File: src/rtl/adc_seq_pkg.sv
// Shared types and constants for the AD7476 sample sequencer: FSM state
// encoding (also the debug-register value) and the converter frame geometry.
package adc_seq_pkg;

  typedef enum logic [1:0] {
    ST_IDLE = 2'd0,
    ST_WAIT = 2'd1,
    ST_CONV = 2'd2,
    ST_PUSH = 2'd3
  } seq_st_e;

  localparam int ADC_FRAME_BITS = 16;
  localparam int ADC_DATA_BITS  = 12;

  function automatic logic [31:0] pack_pair(input logic [ADC_DATA_BITS-1:0] s1,
                                            input logic [ADC_DATA_BITS-1:0] s0);
    return {4'h0, s1, 4'h0, s0};
  endfunction

endpackage

File: src/rtl/adc_sample_sequencer_if.sv
// Control/status link between the sequencer FSM (master) and the serial
// frame shifter (slave). start/abort are single-cycle requests; done is a
// one-cycle pulse in the last CS_n-low clock; sample is stable after done.
interface adc_sample_sequencer_if;
  import adc_seq_pkg::*;

  logic                     start;
  logic                     abort;
  logic                     done;
  logic                     cs_n;
  logic                     sclk;
  logic [ADC_DATA_BITS-1:0] sample;

  modport master (output start, abort, input done, cs_n, sclk, sample);
  modport slave  (input start, abort, output done, cs_n, sclk, sample);

endinterface

File: src/rtl/adc_frame_shifter.sv
// Drives one AD7476 frame: CS_n low for 16 SCLK periods (SCLK_DIV clocks low,
// then SCLK_DIV high), sampling SDATA MSB first on each SCLK rise.
module adc_frame_shifter
  import adc_seq_pkg::*;
#(
  parameter int SCLK_DIV = 2
) (
  input  logic                   clk_i,
  input  logic                   rst_i,
  input  logic                   sdata_i,
  adc_sample_sequencer_if.slave  frm
);

  localparam int              PH_W     = (SCLK_DIV > 1) ? $clog2(SCLK_DIV) : 1;
  localparam logic [PH_W-1:0] PH_LAST  = PH_W'(SCLK_DIV - 1);
  localparam logic [4:0]      BITS_ALL = 5'(ADC_FRAME_BITS);

  logic                     cs_n_q, cs_n_d;
  logic                     sclk_q, sclk_d;
  logic [PH_W-1:0]          ph_q, ph_d;
  logic [4:0]               bits_q, bits_d;
  logic [ADC_DATA_BITS-1:0] shift_q, shift_d;
  logic                     done;

  always_comb begin
    cs_n_d  = cs_n_q;
    sclk_d  = sclk_q;
    ph_d    = ph_q;
    bits_d  = bits_q;
    shift_d = shift_q;
    done    = !cs_n_q && sclk_q && (ph_q == PH_LAST) && (bits_q == BITS_ALL);
    if (frm.abort) begin
      cs_n_d  = 1'b1;
      sclk_d  = 1'b1;
      ph_d    = '0;
      bits_d  = '0;
      shift_d = '0;
    end else if (frm.start) begin
      cs_n_d  = 1'b0;
      sclk_d  = 1'b0;
      ph_d    = '0;
      bits_d  = '0;
      shift_d = '0;
    end else if (!cs_n_q) begin
      if (done) begin
        cs_n_d = 1'b1;
        sclk_d = 1'b1;
      end else if (ph_q == PH_LAST) begin
        ph_d   = '0;
        sclk_d = !sclk_q;
        // Rising edge: only the last 12 bits are kept, so the converter's
        // four leading zeros simply fall off the top of the register.
        if (!sclk_q) begin
          shift_d = {shift_q[ADC_DATA_BITS-2:0], sdata_i};
          bits_d  = bits_q + 5'd1;
        end
      end else begin
        ph_d = ph_q + PH_W'(1);
      end
    end
  end

  always_ff @(posedge clk_i or posedge rst_i) begin
    if (rst_i) begin
      cs_n_q  <= 1'b1;
      sclk_q  <= 1'b1;
      ph_q    <= '0;
      bits_q  <= '0;
      shift_q <= '0;
    end else begin
      cs_n_q  <= cs_n_d;
      sclk_q  <= sclk_d;
      ph_q    <= ph_d;
      bits_q  <= bits_d;
      shift_q <= shift_d;
    end
  end

  assign frm.done   = done;
  assign frm.cs_n   = cs_n_q;
  assign frm.sclk   = sclk_q;
  assign frm.sample = shift_q;

endmodule

File: src/rtl/adc_sample_sequencer.sv
// AD7476 sample sequencer: rate timer, IDLE/WAIT/CONV/PUSH FSM, overrun flag
// and receive-FIFO writer. Define ADC_PACK_EN to pair samples per FIFO word.
module adc_sample_sequencer
  import adc_seq_pkg::*;
#(
  parameter int RATE_W   = 16,
  parameter int SCLK_DIV = 2
) (
  input  logic              WBs_CLK_i,
  input  logic              WBs_RST_i,
  input  logic              Sensor_Enable_i,
  input  logic [RATE_W-1:0] Rate_Div_i,
  input  logic              Fifo_Full_i,
  input  logic              ADC_SDATA_i,
  output logic              ADC_CS_n_o,
  output logic              ADC_SCLK_o,
  output logic [31:0]       Sensor_RD_Data_o,
  output logic              Sensor_RD_Push_o,
  output logic              Overrun_o,
  output logic [1:0]        Seq_St_o
);

  adc_sample_sequencer_if frm ();

  adc_frame_shifter #(.SCLK_DIV(SCLK_DIV)) u_shifter (
    .clk_i   (WBs_CLK_i),
    .rst_i   (WBs_RST_i),
    .sdata_i (ADC_SDATA_i),
    .frm     (frm.slave)
  );

  seq_st_e           state_q, state_d;
  logic [RATE_W-1:0] timer_q, timer_d;
  logic              ovr_q, ovr_d;
  logic              push_q, push_d;
  logic [31:0]       data_q, data_d;
  logic              tick, start;
`ifdef ADC_PACK_EN
  logic [ADC_DATA_BITS-1:0] half_q, half_d;
  logic                     half_vld_q, half_vld_d;
`endif

  always_comb begin
    state_d = state_q;
    timer_d = timer_q;
    ovr_d   = ovr_q;
    push_d  = 1'b0;
    data_d  = data_q;
    tick    = 1'b0;
    start   = 1'b0;
`ifdef ADC_PACK_EN
    half_d     = half_q;
    half_vld_d = half_vld_q;
`endif
    if (!Sensor_Enable_i) begin
      state_d = ST_IDLE;
      ovr_d   = 1'b0;
`ifdef ADC_PACK_EN
      half_vld_d = 1'b0;
`endif
    end else if (state_q == ST_IDLE) begin
      state_d = ST_WAIT;
      timer_d = Rate_Div_i;
      ovr_d   = 1'b0;
    end else begin
      // The timer free-runs in every active state; a tick outside WAIT is a missed trigger.
      if (timer_q == '0) begin
        tick    = 1'b1;
        timer_d = Rate_Div_i;
      end else begin
        timer_d = timer_q - RATE_W'(1);
      end
      case (state_q)
        ST_WAIT: begin
          if (tick) begin
            state_d = ST_CONV;
            start   = 1'b1;
          end
        end
        ST_CONV: begin
          if (tick) ovr_d = 1'b1;
          if (frm.done) state_d = ST_PUSH;
        end
        ST_PUSH: begin
          if (tick) ovr_d = 1'b1;
          state_d = ST_WAIT;
          if (Fifo_Full_i) begin
            ovr_d = 1'b1;
`ifdef ADC_PACK_EN
            half_vld_d = 1'b0;
`endif
          end else begin
`ifdef ADC_PACK_EN
            if (half_vld_q) begin
              push_d     = 1'b1;
              data_d     = pack_pair(frm.sample, half_q);
              half_vld_d = 1'b0;
            end else begin
              half_d     = frm.sample;
              half_vld_d = 1'b1;
            end
`else
            push_d = 1'b1;
            data_d = {{(32-ADC_DATA_BITS){1'b0}}, frm.sample};
`endif
          end
        end
        default: ;
      endcase
    end
  end

  always_ff @(posedge WBs_CLK_i or posedge WBs_RST_i) begin
    if (WBs_RST_i) begin
      state_q <= ST_IDLE;
      timer_q <= '0;
      ovr_q   <= 1'b0;
      push_q  <= 1'b0;
      data_q  <= '0;
`ifdef ADC_PACK_EN
      half_q     <= '0;
      half_vld_q <= 1'b0;
`endif
    end else begin
      state_q <= state_d;
      timer_q <= timer_d;
      ovr_q   <= ovr_d;
      push_q  <= push_d;
      data_q  <= data_d;
`ifdef ADC_PACK_EN
      half_q     <= half_d;
      half_vld_q <= half_vld_d;
`endif
    end
  end

  assign frm.start        = start;
  assign frm.abort        = !Sensor_Enable_i;
  assign ADC_CS_n_o       = frm.cs_n;
  assign ADC_SCLK_o       = frm.sclk;
  assign Sensor_RD_Data_o = data_q;
  assign Sensor_RD_Push_o = push_q;
  assign Overrun_o        = ovr_q;
  assign Seq_St_o         = state_q;

endmodule

File: config.mk
export PLATFORM = sky130hd
export DESIGN_NAME = adc_sample_sequencer
export DESIGN_NICKNAME = d
export VERILOG_FILES = /design/src/rtl/adc_seq_pkg.sv /design/src/rtl/adc_sample_sequencer_if.sv /design/src/rtl/adc_frame_shifter.sv /design/src/rtl/adc_sample_sequencer.sv
export SDC_FILE = /design/constraint.sdc
export NUM_CORES = 1
export LEC_CHECK = 0
export ABC_AREA = 1
export CAP_MARGIN = 0
export CORE_ASPECT_RATIO = 0.6
export CORE_MARGIN = 2
export CORE_UTILIZATION = 56
export DETAILED_ROUTE_END_ITERATION = 8
export GPL_TIMING_DRIVEN = 0
export PLACE_DENSITY = 0.87
export REMOVE_ABC_BUFFERS = 1
export SKIP_LAST_GASP = 1
export SLEW_MARGIN = 20
export SYNTH_ARGS = -nofsm -noshare
export SYNTH_HDL_FRONTEND = slang
export SYNTH_SLANG_ARGS = --single-unit
File: constraint.sdc
create_clock -name WBs_CLK_i -period 5.4 [get_ports WBs_CLK_i]
set_input_delay 1.62 -clock WBs_CLK_i [delete_from_list [all_inputs] [get_ports WBs_CLK_i]]
set_output_delay 1.62 -clock WBs_CLK_i [all_outputs]
set_load 0.01 [all_outputs]
[Word level (Yosys, flattened, before mapping)]
Cells that the tools add are included.
Word-level totals
  register bits after elaboration: 52
  bits of input ports: 21
  output and inout port bits: 38
  word-level logic and storage cells: 89
Operators by class
  add/subtract/negate cells: 3
  equality and inequality tests: 13
  multiplexer cells: 49
  bitwise operators: 2
  reduce and logical (&&, ||, !) cells: 12
Operator list (number)
  12-bit two-way mux: 6
  16-bit two-way mux: 2
  5-bit two-way mux: 6
  1-bit two-way mux: 29
  16-bit logical NOT: 1
  16-bit by 1-bit subtractor with 16-bit output (second input constant): 1
  3-bit != test (second input constant): 3
  2-bit two-way mux: 4
  4-bit by 1-bit != test with 1-bit output (second input constant): 2
  4-bit != test (second input constant): 2
  4-bit AND reduction: 2
  2-bit one-hot mux with 3 select lines: 1
  5-bit by 1-bit adder with 5-bit output (second input constant): 1
  5-bit equality test (second input constant): 1
  5-bit by 1-bit != test with 1-bit output (second input constant): 1
  2-bit equality test (second input constant): 2
  2-bit AND reduction: 2
  1-bit logical AND: 3
  3-bit by 1-bit != test with 1-bit output (second input constant): 1
  3-bit AND reduction: 1
  2-bit by 1-bit equality test with 1-bit output (second input constant): 1
  1-bit logical NOT: 2
  2-bit logical NOT: 1
  1-bit NOT: 2
  2 further kinds: 2

[Depth between registers and ports, before layout]
  word-level depth: 10
  depth in mapped cells: 13
  mapped depth without buffers: 12

[Hierarchy]
Synthesis repeated with hierarchy kept, for this count alone.
Second synthesis, totals
  cells, all modules: 438
  area total of the unflattened synthesis: 3160.5 um^2
By module, submodules not included
  adc_sample_sequencer: instances 1, cells an instance 319, area each 2180.8 um^2, seq. area each 800.8 um^2
  adc_frame_shifter: instances 1, cells an instance 119, area each 979.7 um^2, seq. area each 503.0 um^2

[Worst setup path before layout]
Ideal clock, no wire load.
  path type: input to register
  start: in Sensor_Enable_i
  end: reg data_q[0] (netlist: Sensor_RD_Data_o[0])
  library setup time: 0.117 ns
  arrival time: 2.461 ns
  data required time: 5.283 ns
  slack: 2.823 ns
  stages: 9
  path buffers: 2
  cells stage by stage: buf_4 > inv_2 > nor2_1 > inv_2 > nor3_4 > inv_2 > buf_2 > nand2_1 > nand2_1
Between the ends
  longest elaborated chain between the ends: 1
Ends and longest elaborated chain
  from (decl): line adc_sample_sequencer.sv:11  | input logic Sensor_Enable_i,
  4-bit AND reduction (no line)
  to (signal assigned): line adc_sample_sequencer.sv:129  | data_q <= data_d;
  to (decl): line adc_sample_sequencer.sv:36  | logic [31:0] data_q, data_d;
Every way passes these cells.
A chain may end at the register's enable or synchronous reset.

[Worst setup path in the final report]
  start: in Sensor_Enable_i
  end: reg data_q[2] (netlist: Sensor_RD_Data_o[2])
Same word-level chain as after synthesis.

==> results.txt <==
The family with the most delay on the worst path is buffers and inverters. The most frequent cell on the critical path is inv_2. The clock arrives with 0.00605 ns of skew.

The floorplan step defined a die boundary enclosing 0.00606 sq mm. TritonCTS created 5 clock buffers. Final setup violation count: 0. Detailed routing inserted a total of 2670 vias.

The post-route antenna net violation count was 0; the insertion delay to the later sink of the worst-skew pair was 0.32 ns. IR analysis of the VDD net gives a maximum drop of 0.000157 V. The tools report the share of the yosys chip area belonging to registers as 0.428. The tools report the summed area of non-filler cells in the final layout as 0.00349 sq mm. For this run, the detailed router's first-pass iteration total came to 5. The tools report the end of the worst register-to-register path as u_shifter.bits_q[4]. The number of buffers on the longest clock path was 2. Sum of negative setup slack: 0 ns. Summing all flip-flop and latch instances after layout gives 0.00130 sq mm.

For the pin with the worst max-slew slack, the measured transition is 0.752 ns. The critical path goes through clkdlybuf4s50_1, inv_2, nor2_1, inv_2, nor3_4, inv_2, nand2_1, nand2_1. Synthesis produced a netlist whose cell count is 414. Post-place setup slack: 1.18 ns. The number of filler instances in the final layout came out at 441. The power density of the placed cells is 368 mW/mm^2. Number of placed I/O pins: 59. For the post-route core utilization, the log shows 0.677.

The worst hold path passes through 2 cells. Data on the critical path is required at its endpoint by 5.61 ns. The clock transition at the register clock pins on the worst setup and hold paths after CTS was 0.09 ns; the share of layout cells above drive strength 1 was 0.0646. The routed design has 6610 um of wire. The path type of the worst setup path is in2reg.

Global routing finished with a remaining overflow of 0. The run gives 0 as the buffer count from post-CTS setup fixing. The initialized floorplan defines 20 standard-cell rows. Post-synthesis instance area: 0.00305 sq mm.

The startpoint class of the critical path is an input port. In this design, the stage delay of the slowest critical-path cell is 0.96 ns. The tools report the number of warnings reported in the yosys synthesis log as 0.

Counting flops and latches in the post-synthesis netlist gives 52. The share of the clock period used by the worst path was 0.716; the setup slack of the critical path after layout was 1.53 ns. The first global-routing pass estimated 10900 um of wire. Highest fanout seen on the critical path: 24. The tools report the number of gates resized after cts as 0.

For the worst setup path, the data arrival time is 4.08 ns. After floorplanning, the core was sized to cover 0.00515 sq mm. The worst hold path class was reg2reg. Design internal power: 0.762 mW. The run finished with clean final reports. In this run the mean area of a mapped cell was 7.36 sq um.

After detailed placement, the total cell area comes to 0.00338 sq mm. The count of routing violations after the opening detailed-route iteration is 266. The run gives 0.00144 sq mm as the footprint of the multi-input gates. The layout overhead on the synthesized area came out at 14.5%.

The endpoint class of the critical path is a flip-flop. Among all stages on the critical path, the largest delay is contributed by clkdlybuf4s50_1. For the relative contribution of the clock network to total power, the log shows 0.211. The worst register-to-register path has a depth of 7. TritonCTS built the clock tree. The tools report the worst hold path startpoint as Sensor_RD_Data_o[8].

The post-layout minimum cycle time was 3.87 ns; the distinct cell type count of the synthesized netlist was 28. The logic gate share of total power came out at 0.369. The number of hold violations in the final report was 0; the switching fraction of total power was 0.406.

Together, buffers and inverters on the worst path number 4. Chip height: 61.1 um. The tools report the reg-to-reg setup timing slack as 3.11 ns. Clock tree synthesis selected as its root buffer the cell clkbuf_8. The completed layout was analyzed and its total power is 1.28 mW.

After detailed routing, the number of vias per cell comes to 5.18. Routability-driven placement finished with a final weighted congestion of 0.872. The number of pins with negative max-slew slack in the final report is 0. The clock drives 52 sinks. The tools report the initial cell density of the core as 0.591. The logs give 478 for the number of nets in the finished design and 1.76 nW for the leakage power. Setup repair after global routing left no endpoint under its margin. Timing would allow up to 259 MHz.

The number of global-route vias before repair was 2422; the x dimension of the die was 99.2 um. The post-cts hold buffer count came out at 0. The H-tree was split into 2 levels.

Number of design rule violations left after detail routing: 0. The repair_antennas step left the layout with diodes totalling 0. The count of max-cap constraint violations is 0.

The endpoint with the worst hold slack is Sensor_RD_Data_o[8]. During placement, the flow inserted port buffers numbering 38. The routed wire length per instance was 12.8 um; the total routing resource utilization after global routing was 0.230. The number of antenna violations at the first check in global routing came out at 0. The largest net degree at the start of global routing is 36. The tools report the startpoint of the worst register-to-register path as u_shifter.frm.cs_n.

The final HPWL from detailed placement was 4900 um; the relative slew slack was 0.497. The sequential share of power came out at 0.420. The analysis attributes to net switching a power of 0.522 mW.
## worst max path at each step
stage | cells after the start | slack (ns) | from | end
global placement | 8 | 1.23 | Sensor_Enable_i | Sensor_RD_Data_o[0]
detailed placement | 8 | 1.18 | Sensor_Enable_i | Sensor_RD_Data_o[6]
CTS | 8 | 1.52 | Sensor_Enable_i | Sensor_RD_Data_o[6]
global route | 8 | 1.21 | Sensor_Enable_i | Sensor_RD_Data_o[6]
floorplan | 1 | 2.53 | WBs_RST_i | Overrun_o
finish | 8 | 1.53 | Sensor_Enable_i | Sensor_RD_Data_o[2]
## logic make-up (layout without fill, tap and decap cells)
kind of cell    Yosys count  in the layout  share of synthesized area
flops                    52             52                      0.428
simple gates            244            244                      0.340
fa+ha+maj                 9              9                     0.0370
compound gates           27             27                     0.0456
buf+inv                  72             88                      0.122
xor+xnor                  9              9                     0.0259
other cells               1             20                    0.00123
## cell type report
| class | instances | area share |
|---|---|---|
| Tap cell | 66 | 0.0237 |
| Timing Repair Buffer | 39 | 0.115 |
| Multi-Input combinational cell | 309 | 0.413 |
| Clock inverter | 2 | 0.0100 |
| Sequential cell | 52 | 0.374 |
| Clock buffer | 6 | 0.0208 |
| Inverter | 41 | 0.0441 |
## per-stage QoR
stage	hold slack [ns]	instances
2_1_floorplan	0.449	402
3_3_place_gp	0.454	506
3_5_place_dp	0.458	507
4_1_cts	0.481	515
5_1_grt	0.504	515
6_report	0.476	515
## power groups by stage
| stage | Sequential, mW | Combinational (mW) | Clock [mW] |
|---|---|---|---|
| after floorplan | 0.523 | 0.348 | 0 |
| after global placement | 0.537 | 0.447 | 0 |
| after detailed placement | 0.542 | 0.464 | 0 |
| after CTS | 0.535 | 0.466 | 0.273 |
| after global routing | 0.547 | 0.541 | 0.284 |
| final | 0.539 | 0.474 | 0.271 |
## Yosys cell counts, drive strengths merged
cell	count	area, sq um
nand2	164	638
dfrtp	50	1250
inv	41	154
nor2	40	175
nand3	32	160
buf	28	208
a21oi	22	110
ha	9	113
xor2	7	61.3
clkbuf	3	11.3
o21ai	3	15.0
dfstp	2	52.6
nand3b	2	15.0
nand4	2	12.5
nor3	2	21.3
or2	2	12.5
xnor2	2	17.5
a31oi	1	6.26
conb	1	3.75
o21bai	1	7.51
## placed cells by master, fill, tap and decap left out, types with 3 or more instances in the layout
cell type        synthesis  layout
nor2_1                  34      34
inv_2                    4       5
conb_1                   1      20
ha_1                     9       9
xor2_1                   7       7
nand3_1                 32      32
nand2_1                159     159
inv_1                   37      36
a21oi_1                 22      22
nor2_2                   4       4
o21ai_0                  3       3
clkdlybuf4s50_1          0      38
dfrtp_1                 50      50
nand2_2                  3       3
clkbuf_8                 0       5
## worst reg2reg max path, cell delays in order (launching register included)
cell and delay, ns:
dfstp_2 0.39, inv_1 0.12, nand3_1 0.49, inv_1 0.59, nand3_1 0.19, nor2_1 0.15, xor2_1 0.18, nor2_1 0.07
## routing by layer
layer / GRT usage / up-vias / share of wire
met5: 0 / - / 0
met1: 0.304 / 1216 / 0.44
met2: 0.376 / 128 / 0.45
li1: - / 1301 / -
met3: 0.0579 / 25 / 0.088
met4: 0.0939 / 0 / 0.026
## registers in the layout (all words and copies together), names as in the netlist
name and count:
Sensor_RD_Data_o 12, u_shifter.ph_q 1, u_shifter.frm.sample 12, u_shifter.frm.cs_n 1, Sensor_RD_Push_o 1, Overrun_o 1, Seq_St_o 2, u_shifter.frm.sclk 1
u_shifter.bits_q 5, timer_q 16
Power figures use the tool's default switching activity.
